<file path="src/rtl/shared_pkg.sv">
// Shared definitions for the FIFO write arbiter: arbiter state encoding,
// default geometry, and the counter type used by verification code.
package shared_pkg;

    localparam int NUM_REQ_DEF    = 4;
    localparam int DATA_WIDTH_DEF = 16;
    localparam int OVF_CNT_W      = 8;

    // Encoding 2'd3 is never entered; the FSM treats it as IDLE.
    typedef enum logic [1:0] {
        ARB_IDLE     = 2'd0,
        ARB_ACTIVE   = 2'd1,
        ARB_THROTTLE = 2'd2
    } arb_state_e;

    // Verification check/error counters.
    typedef int unsigned chk_count_t;

    // Width of an index into n requesters (at least one bit).
    function automatic int idx_width(input int n);
        return (n > 1) ? $clog2(n) : 1;
    endfunction

endpackage

</file>
<file path="src/rtl/rr_priority_picker.sv">
// Round-robin picker: selects the first set bit of valid, scanning upward
// from rr_ptr and wrapping modulo NUM_REQ. Purely combinational.
module rr_priority_picker
    import shared_pkg::*;
#(
    parameter  int NUM_REQ = NUM_REQ_DEF,
    localparam int IDX_W   = idx_width(NUM_REQ)
) (
    input  logic [NUM_REQ-1:0] valid,
    input  logic [IDX_W-1:0]   rr_ptr,
    output logic [NUM_REQ-1:0] grant_oh,
    output logic [IDX_W-1:0]   grant_idx
);

    logic             found;
    logic [IDX_W-1:0] cand_idx;

    // Scan candidates in rotated order; first valid one wins.
    always_comb begin
        grant_oh  = '0;
        grant_idx = '0;
        found     = 1'b0;
        cand_idx  = '0;
        for (int k = 0; k < NUM_REQ; k++) begin
            cand_idx = IDX_W'((int'(rr_ptr) + k) % NUM_REQ);
            if (!found && valid[cand_idx]) begin
                found              = 1'b1;
                grant_idx          = cand_idx;
                grant_oh[cand_idx] = 1'b1;
            end
        end
    end

endmodule

</file>
<file path="src/rtl/fifo_wr_arbiter.sv">
// Round-robin arbiter sharing one FIFO write port among NUM_REQ requesters.
// Grants are combinational (req_ready); the FIFO write strobe and data are
// registered one cycle after the transfer. Grants are withheld while the
// FIFO is full, or almost full with a write already in flight.
module fifo_wr_arbiter
    import shared_pkg::*;
#(
    parameter  int NUM_REQ    = NUM_REQ_DEF,
    parameter  int DATA_WIDTH = DATA_WIDTH_DEF,
    localparam int IDX_W      = idx_width(NUM_REQ)
) (
    input  logic                                 clk,
    input  logic                                 rst_n,
    input  logic [NUM_REQ-1:0]                   req_valid,
    input  logic [NUM_REQ-1:0][DATA_WIDTH-1:0]   req_data,
    output logic [NUM_REQ-1:0]                   req_ready,
    input  logic                                 fifo_full,
    input  logic                                 fifo_almostfull,
    input  logic                                 fifo_overflow,
    output logic                                 fifo_wr_en,
    output logic [DATA_WIDTH-1:0]                fifo_data_in,
    output logic [1:0]                           state_o,
    output logic [OVF_CNT_W-1:0]                 overflow_cnt
);

    arb_state_e             state_q, state_d;
    logic [IDX_W-1:0]       rr_ptr_q, rr_ptr_d;
    logic                   wr_en_q, wr_en_d;
    logic [DATA_WIDTH-1:0]  data_q, data_d;
    logic [OVF_CNT_W-1:0]   ovf_cnt_q, ovf_cnt_d;

    logic                   any_valid;
    logic                   blocked;
    logic                   grant_en;
    logic [NUM_REQ-1:0]     pick_oh;
    logic [IDX_W-1:0]       pick_idx;

    // A write already in flight counts against an almost-full FIFO.
    assign any_valid = |req_valid;
    assign blocked   = fifo_full | (fifo_almostfull & wr_en_q);
    // rst_n gates the grant so req_ready is low throughout reset.
    assign grant_en  = rst_n & any_valid & ~blocked;

    rr_priority_picker #(
        .NUM_REQ (NUM_REQ)
    ) u_picker (
        .valid     (req_valid),
        .rr_ptr    (rr_ptr_q),
        .grant_oh  (pick_oh),
        .grant_idx (pick_idx)
    );

    // FSM state register.
    always_ff @(posedge clk or negedge rst_n) begin
        if (!rst_n) begin
            state_q <= ARB_IDLE;
        end else begin
            state_q <= state_d;
        end
    end

    // FSM next-state logic; the unused encoding falls back to IDLE.
    always_comb begin
        state_d = ARB_IDLE;
        case (state_q)
            ARB_IDLE: begin
                if (any_valid) state_d = blocked ? ARB_THROTTLE : ARB_ACTIVE;
                else           state_d = ARB_IDLE;
            end
            ARB_ACTIVE: begin
                if (!any_valid)   state_d = ARB_IDLE;
                else if (blocked) state_d = ARB_THROTTLE;
                else              state_d = ARB_ACTIVE;
            end
            ARB_THROTTLE: begin
                if (blocked)        state_d = ARB_THROTTLE;
                else if (any_valid) state_d = ARB_ACTIVE;
                else                state_d = ARB_IDLE;
            end
            default: state_d = ARB_IDLE;
        endcase
    end

    // FSM outputs: state visibility and the combinational grant.
    always_comb begin
        state_o   = state_q;
        req_ready = grant_en ? pick_oh : '0;
    end

    // Next values for pointer, write strobe/data and overflow counter.
    always_comb begin
        rr_ptr_d  = rr_ptr_q;
        wr_en_d   = grant_en;
        data_d    = data_q;
        ovf_cnt_d = ovf_cnt_q;
        if (grant_en) begin
            rr_ptr_d = (pick_idx == IDX_W'(NUM_REQ - 1)) ? '0 : pick_idx + IDX_W'(1);
            data_d   = req_data[pick_idx];
        end
        if (fifo_overflow && (ovf_cnt_q != {OVF_CNT_W{1'b1}})) begin
            ovf_cnt_d = ovf_cnt_q + OVF_CNT_W'(1);
        end
    end

    // Datapath registers.
    always_ff @(posedge clk or negedge rst_n) begin
        if (!rst_n) begin
            rr_ptr_q  <= '0;
            wr_en_q   <= 1'b0;
            data_q    <= '0;
            ovf_cnt_q <= '0;
        end else begin
            rr_ptr_q  <= rr_ptr_d;
            wr_en_q   <= wr_en_d;
            data_q    <= data_d;
            ovf_cnt_q <= ovf_cnt_d;
        end
    end

    assign fifo_wr_en   = wr_en_q;
    assign fifo_data_in = data_q;
    assign overflow_cnt = ovf_cnt_q;

endmodule

</file>
<file path="config.mk">
export PLATFORM = sky130hd
export DESIGN_NAME = fifo_wr_arbiter
export DESIGN_NICKNAME = d
export VERILOG_FILES = /design/src/rtl/shared_pkg.sv /design/src/rtl/rr_priority_picker.sv /design/src/rtl/fifo_wr_arbiter.sv
export SDC_FILE = /design/constraint.sdc
export NUM_CORES = 1
export LEC_CHECK = 0
export CAP_MARGIN = 10
export CORE_ASPECT_RATIO = 1.4
export CORE_UTILIZATION = 44
export DETAILED_ROUTE_END_ITERATION = 8
export GPL_ROUTABILITY_DRIVEN = 1
export GPL_TIMING_DRIVEN = 0
export PLACE_DENSITY_LB_ADDON = 0.08
export SLEW_MARGIN = 5
export SYNTH_ARGS = -nofsm -noshare
export SYNTH_HDL_FRONTEND = slang
export SYNTH_SLANG_ARGS = --single-unit
</file>
<file path="constraint.sdc">
create_clock -name clk -period 4.6 [get_ports clk]
set_clock_uncertainty 0.1 [all_clocks]
set_input_delay 0.92 -clock clk [delete_from_list [all_inputs] [get_ports clk]]
set_output_delay 0.92 -clock clk [all_outputs]
set_load 0.005 [all_outputs]
</file>
== After elaboration in Yosys (flattened, before gate mapping) ==
Cells that the tools add are included.

* Bits of input ports: 73
* Memory bits (writable): 0
* Output and inout bits: 31
* ROM bits: 0
* Latch bits: 0
* Memories kept: 0
* Word-level logic and storage cells: 81
* Register bits: 29

* Reductions and logical operators: 14
* Divide/modulo/power cells: 0
* Bitwise gates (word level): 8
* Equal/unequal tests: 4
* Magnitude comparators: 9
* Multipliers: 0
* Shift-type cells: 0
* Add/subtract/negate cells: 5
* Multiplexer cells: 36

{| class="wikitable"
|+ Operators by type and width
! cell !! count
|-
| 16-bit binary-select mux with 2-bit select || 1
|-
| 4-bit two-way mux || 5
|-
| 16-bit two-way mux || 1
|-
| 2-bit two-way mux || 8
|-
| 2-bit by 3-bit less-than comparator with 1-bit output (second input constant) || 5
|-
| 1-bit two-way mux || 12
|-
| 4-bit OR || 3
|-
| 8-bit by 1-bit adder with 8-bit output (second input constant) || 1
|-
| 1-bit binary-select mux with 2-bit select || 4
|-
| 1-bit demux with 2-bit select || 4
|-
| 2-bit by 1-bit >= comparator with 1-bit output (second input constant) || 4
|-
| 1-bit logical AND || 8
|-
| 8-bit != test (second input constant) || 1
|-
| 2-bit by 1-bit adder with 2-bit output (second input constant) || 2
|-
| 2-bit adder (second input constant) || 2
|-
| 2-bit equality test (second input constant) || 2
|-
| 2-bit case mux with 2 select lines || 1
|-
| 4-bit OR reduction || 1
|-
| 1-bit bitwise AND || 3
|-
| 1-bit logical NOT || 3
|-
| 2-bit by 1-bit equality test with 1-bit output (second input constant) || 1
|-
| 2-bit logical NOT || 1
|-
| 2-bit OR reduction || 1
|-
| 1-bit NOT || 1
|-
| 1-bit OR || 1
|}

== Logic depth before layout (Yosys ltp) ==
* Depth after elaboration: 14
* Mapped depth: 11
* Depth with buffers taken out: 8

== Hierarchy ==
Synthesis repeated with hierarchy kept, for this count alone.

* Cells, all modules: 155
* Area, all modules: 2089.5 µm²

{| class="wikitable"
|+ Modules (own cells, without submodules)
! module !! instances !! area each (µm²) !! seq. area each (µm²) !! cells an instance
|-
| fifo_wr_arbiter || 1 || 1670.4 || 725.7 || 109
|-
| rr_priority_picker || 1 || 419.2 || 0.0 || 46
|}

== Worst setup path before layout ==
Ideal clock, no wire load.

* Path kind: in2out
* Start point: input port req_valid[3]
* End point: output port req_ready[0]
* Cell stages on the path: 7
* Data arrival time: 2.109 ns
* Buffers on the path: 2
* Slack: 1.471 ns
* Data required time: 3.580 ns
* Cell sequence: mux4_2 buf_4 nor2b_1 and2_1 buf_2 a221oi_1 nor2_1

* Cells in the longest elaborated chain, start to end: 13
* Elaborated cells between the ends (all ways): 28
* Classes of those cells: mux: 16; bitwise: 5; reduce/logical: 7

{| class="wikitable"
|+ RTL lines
! element !! line !! source
|-
| from (decl) || fifo_wr_arbiter.sv:14 || <nowiki>input logic [NUM_REQ-1:0] req_valid,</nowiki>
|-
| 1-bit binary-select mux with 2-bit select || rr_priority_picker.sv:26 || <nowiki>if (!found && valid[cand_idx]) begin</nowiki>
|-
| 1-bit two-way mux (implied by the code) || rr_priority_picker.sv:26 ||
|-
| 1-bit two-way mux || rr_priority_picker.sv:26 ||
|-
| 1-bit logical NOT || rr_priority_picker.sv:26 ||
|-
| 1-bit logical AND || rr_priority_picker.sv:26 ||
|-
| 1-bit two-way mux || rr_priority_picker.sv:26 ||
|-
| 1-bit logical NOT || rr_priority_picker.sv:26 ||
|-
| 1-bit logical AND || rr_priority_picker.sv:26 ||
|-
| 1-bit two-way mux || rr_priority_picker.sv:26 ||
|-
| 1-bit logical NOT || rr_priority_picker.sv:26 ||
|-
| 1-bit logical AND || rr_priority_picker.sv:26 ||
|-
| 4-bit two-way mux || rr_priority_picker.sv:26 ||
|-
| 4-bit two-way mux * || fifo_wr_arbiter.sv:87 || <nowiki>req_ready = grant_en ? pick_oh : '0;</nowiki>
|-
| to (decl) || fifo_wr_arbiter.sv:16 || <nowiki>output logic [NUM_REQ-1:0] req_ready,</nowiki>
|}

Mark *: on every way between the ends. The rest lies on a longest branch, timed or not. The select of a mux whose other input is x is not followed.

== Worst setup path in the final report ==
* Start point: input port req_valid[3]
* End point: output port req_ready[3]

Same word-level chain as after synthesis.

==> qor.yml <==
status: "completed"
rows: 29
routedWlPerCell_um: 15.9
path_cells: "clkdlybuf4s50_1, mux4_2, buf_4, nor2b_1, and2_1, buf_2, a221oi_1, nor2_1, clkdlybuf4s50_1"
stdcell_count: 365
avgSynthCellArea_um2: 11.0
worstMarginPinSlew_ns: 0.687
postCtsSetupBuffers: 0
p_int_mw: 1.19
grt_pass1_vias: 2083
p_clk_share_pct: 10.6
drc: 0
regArea_um2: 726
cts_tree: "built"
synthTopCellsByArea: "dfrtp_1 34%, o221a_2 7.5%, mux2_4 7.1%"
synthDistinctLibCells: 42
dp.final_hpwl_mm: 4.43
holdPathStages: 1
ys_seq_area_share_pct: 34.3
start_util_pct: 46.3
max_stage_delay_ns: 0.54
fillers: 376
die_x_um: 60.6
fin_setup_tns_ns: 0
seq_power_share_pct: 24.6
worst-endpoint-required_ns: 3.58
ctsRootBufferMaster: "clkbuf_8"
port_buffers: 103
antenna_found_initial: 0
power_density_mw_per_mm2: 579
endpoint_kind: "output port"
report.final.slew_viol_count: 0
fin_crit_sh_pct: 94.5
fin_crit_ns: 4.35
multi_input_comb_area_mm2: 0.00127
num_antenna_cells: 0
syn_area_mm2: 0.00212
path_buf_inv: 4
synthArstFlopShare_pct: 100
worstRegToRegCells: 11
crit_fanout: 10
place_inst: 357
switchingPower_mw: 0.727
cts.htree.levels: 2
cts_buffer_depth: 2
max_freq_mhz: 230
ys_ff_latch: 29
drt_pass1_iterations: 4
vias_per_cell: 5.54
comb_power_share_pct: 64.8
cp.arrival_ns: 3.33
reg2reg_slack_ns: 1.30
hold_path_end: "state_o[1]"
synth_nets: 274
clock_latency_ns: 0.28
synth_most_common_cell: "dfrtp_1"
synth_warnings: 0
first_iter_violations: 156
drt_wl_total_mm: 5.80
io_pins: 104
syn2layout_area_growth_pct: 56.2
setup_viol: 0
critPathKind: "primary input to output port"
max-vdd-ir-drop_mv: 0.298
synth_area_leader_cell: "dfrtp_1"
synth_edf_count: 0
maxSlewHeadroom_pct: 54.2
nets: 384
ys.flop_type: "dfrtp_1"
synthCells: 192
yosys-top-cells-count: "29 x dfrtp_1, 17 x and3_1, 16 x a211o_1"
crit_path_frequent_cell: "clkdlybuf4s50_1"
cts_buffers: 5
p_leak_nw: 1.36
reg2reg_from: "rr_ptr_q[0]"
drive_above_1_share_pct: 18.5
cts_resized: 0
min_from: "state_o[0]"
grt_max_degree: 31
reg2reg_to: "fifo_data_in[2]"
vias: 2021
maxCapViolations: 0
grt_pass1_wl_mm: 9.57
antenna_left: 0
crit_path_start_kind: "primary input"
p_sw_share_pct: 38.0
hold_viol_final: 0
hold_class: "flip-flop to flip-flop"
cp_top_family: "buffers and inverters"
crit_slowest_cell: "mux4_2"
clock_sinks: 29
path_clk_slew_ns: 0.07
grt_usage_pct: 25.2
cp_num_cells: 9
rsz0062_at_grt: "false"
coreArea_mm2: 0.00457
die-area_mm2: 0.00509
gp_congestion: 0.767
holdBufCountCts: 0
synth_top_area_share_pct: 34.3
fp.dieH_um: 84.1
grt-ovfl-total: 0
-- how the worst max path moves through the flow --
stage,from,end,slack (ns)
3_5_place_dp,req_valid[3],req_ready[3],0.27
6_report,req_valid[3],req_ready[3],0.25
4_1_cts,req_valid[3],req_ready[1],0.25
5_1_grt,req_valid[3],req_ready[1],0.12
2_1_floorplan,req_valid[3],req_ready[0],1.47
3_3_place_gp,rst_n,req_ready[1],0.16
-- cells by family after synthesis --
family	count (synthesis)	synth area share (%)
muxes	20	14.5
AOI/OAI and AO/OA	54	22.4
DFF	29	34.3
and+or+nand+nor	54	14.3
adders and majority gates	9	5.32
xor gates and xnor gates	8	3.31
buffers and inverters	18	5.85
-- power groups by stage --
stage	Combinational, mW	Sequential [mW]	Clock [mW]
6_report	1.24	0.471	0.204
5_1_grt	1.35	0.487	0.219
4_1_cts	1.25	0.472	0.208
3_5_place_dp	1.25	0.472	0
3_3_place_gp	1.22	0.473	0
2_1_floorplan	0.798	0.461	0
-- registers in the layout, summed over array words and instances (netlist names) --
signal,cells
state_o,2
overflow_cnt,8
fifo_wr_en,1
rr_ptr_q,2
fifo_data_in,16
-- worst register-to-register path: cells and delay by family (launching register included) --
kind                       cells  cell delay, ns
DFF                            1            0.45
AOI/OAI and AO/OA              1            0.23
and+or+nand+nor                3            0.65
muxes                          2            0.69
adders and majority gates      1            0.45
buffers and inverters          4            0.62
-- stage by stage --
step	util, %	power [mW]	instance area [um2]	hold slack [ns]	worst slack (ns)
2_1_floorplan	-	1.26	2120	0.368	1.47
3_3_place_gp	70.5	1.69	3220	0.368	0.161
3_5_place_dp	70.4	1.72	3220	0.369	0.265
4_1_cts	72.3	1.93	3310	0.382	0.254
5_1_grt	72.3	2.06	3310	0.398	0.123
6_report	72.3	1.92	3310	0.379	0.251
-- final cells by class --
type	instances	area share, %
sequential	29	22.0
clock buffer	5	2.08
multi-input combinational	145	38.3
inverter	5	0.568
buffer	13	3.18
timing repair buffer	103	31.0
clock inverter	3	0.530
tap	62	2.35
-- cell usage in the layout (no fill, tap or decap), types with 5 or more instances in the layout --
master	Yosys	routed
nor2_1	15	15
ha_1	9	9
inv_1	5	5
nand2_1	5	5
clkbuf_8	0	5
dfrtp_1	29	29
clkdlybuf4s50_1	0	102
a221oi_1	5	5
and3_1	17	17
o221a_2	14	14
a211o_1	16	16
mux2_4	10	10
-- metal layers --
metal  routed length, um  share of wire [%]  global-route usage [%]  vias to the layer above
met5                   0                  0                       0                        -
met4                  89                1.5                    7.64                        0
met3                 359                6.2                    5.43                       11
met2                3040                 52                    44.2                       81
met1                2310                 40                    29.4                      968
li1                    -                  -                       -                      961
Power figures use the tool's default switching activity.
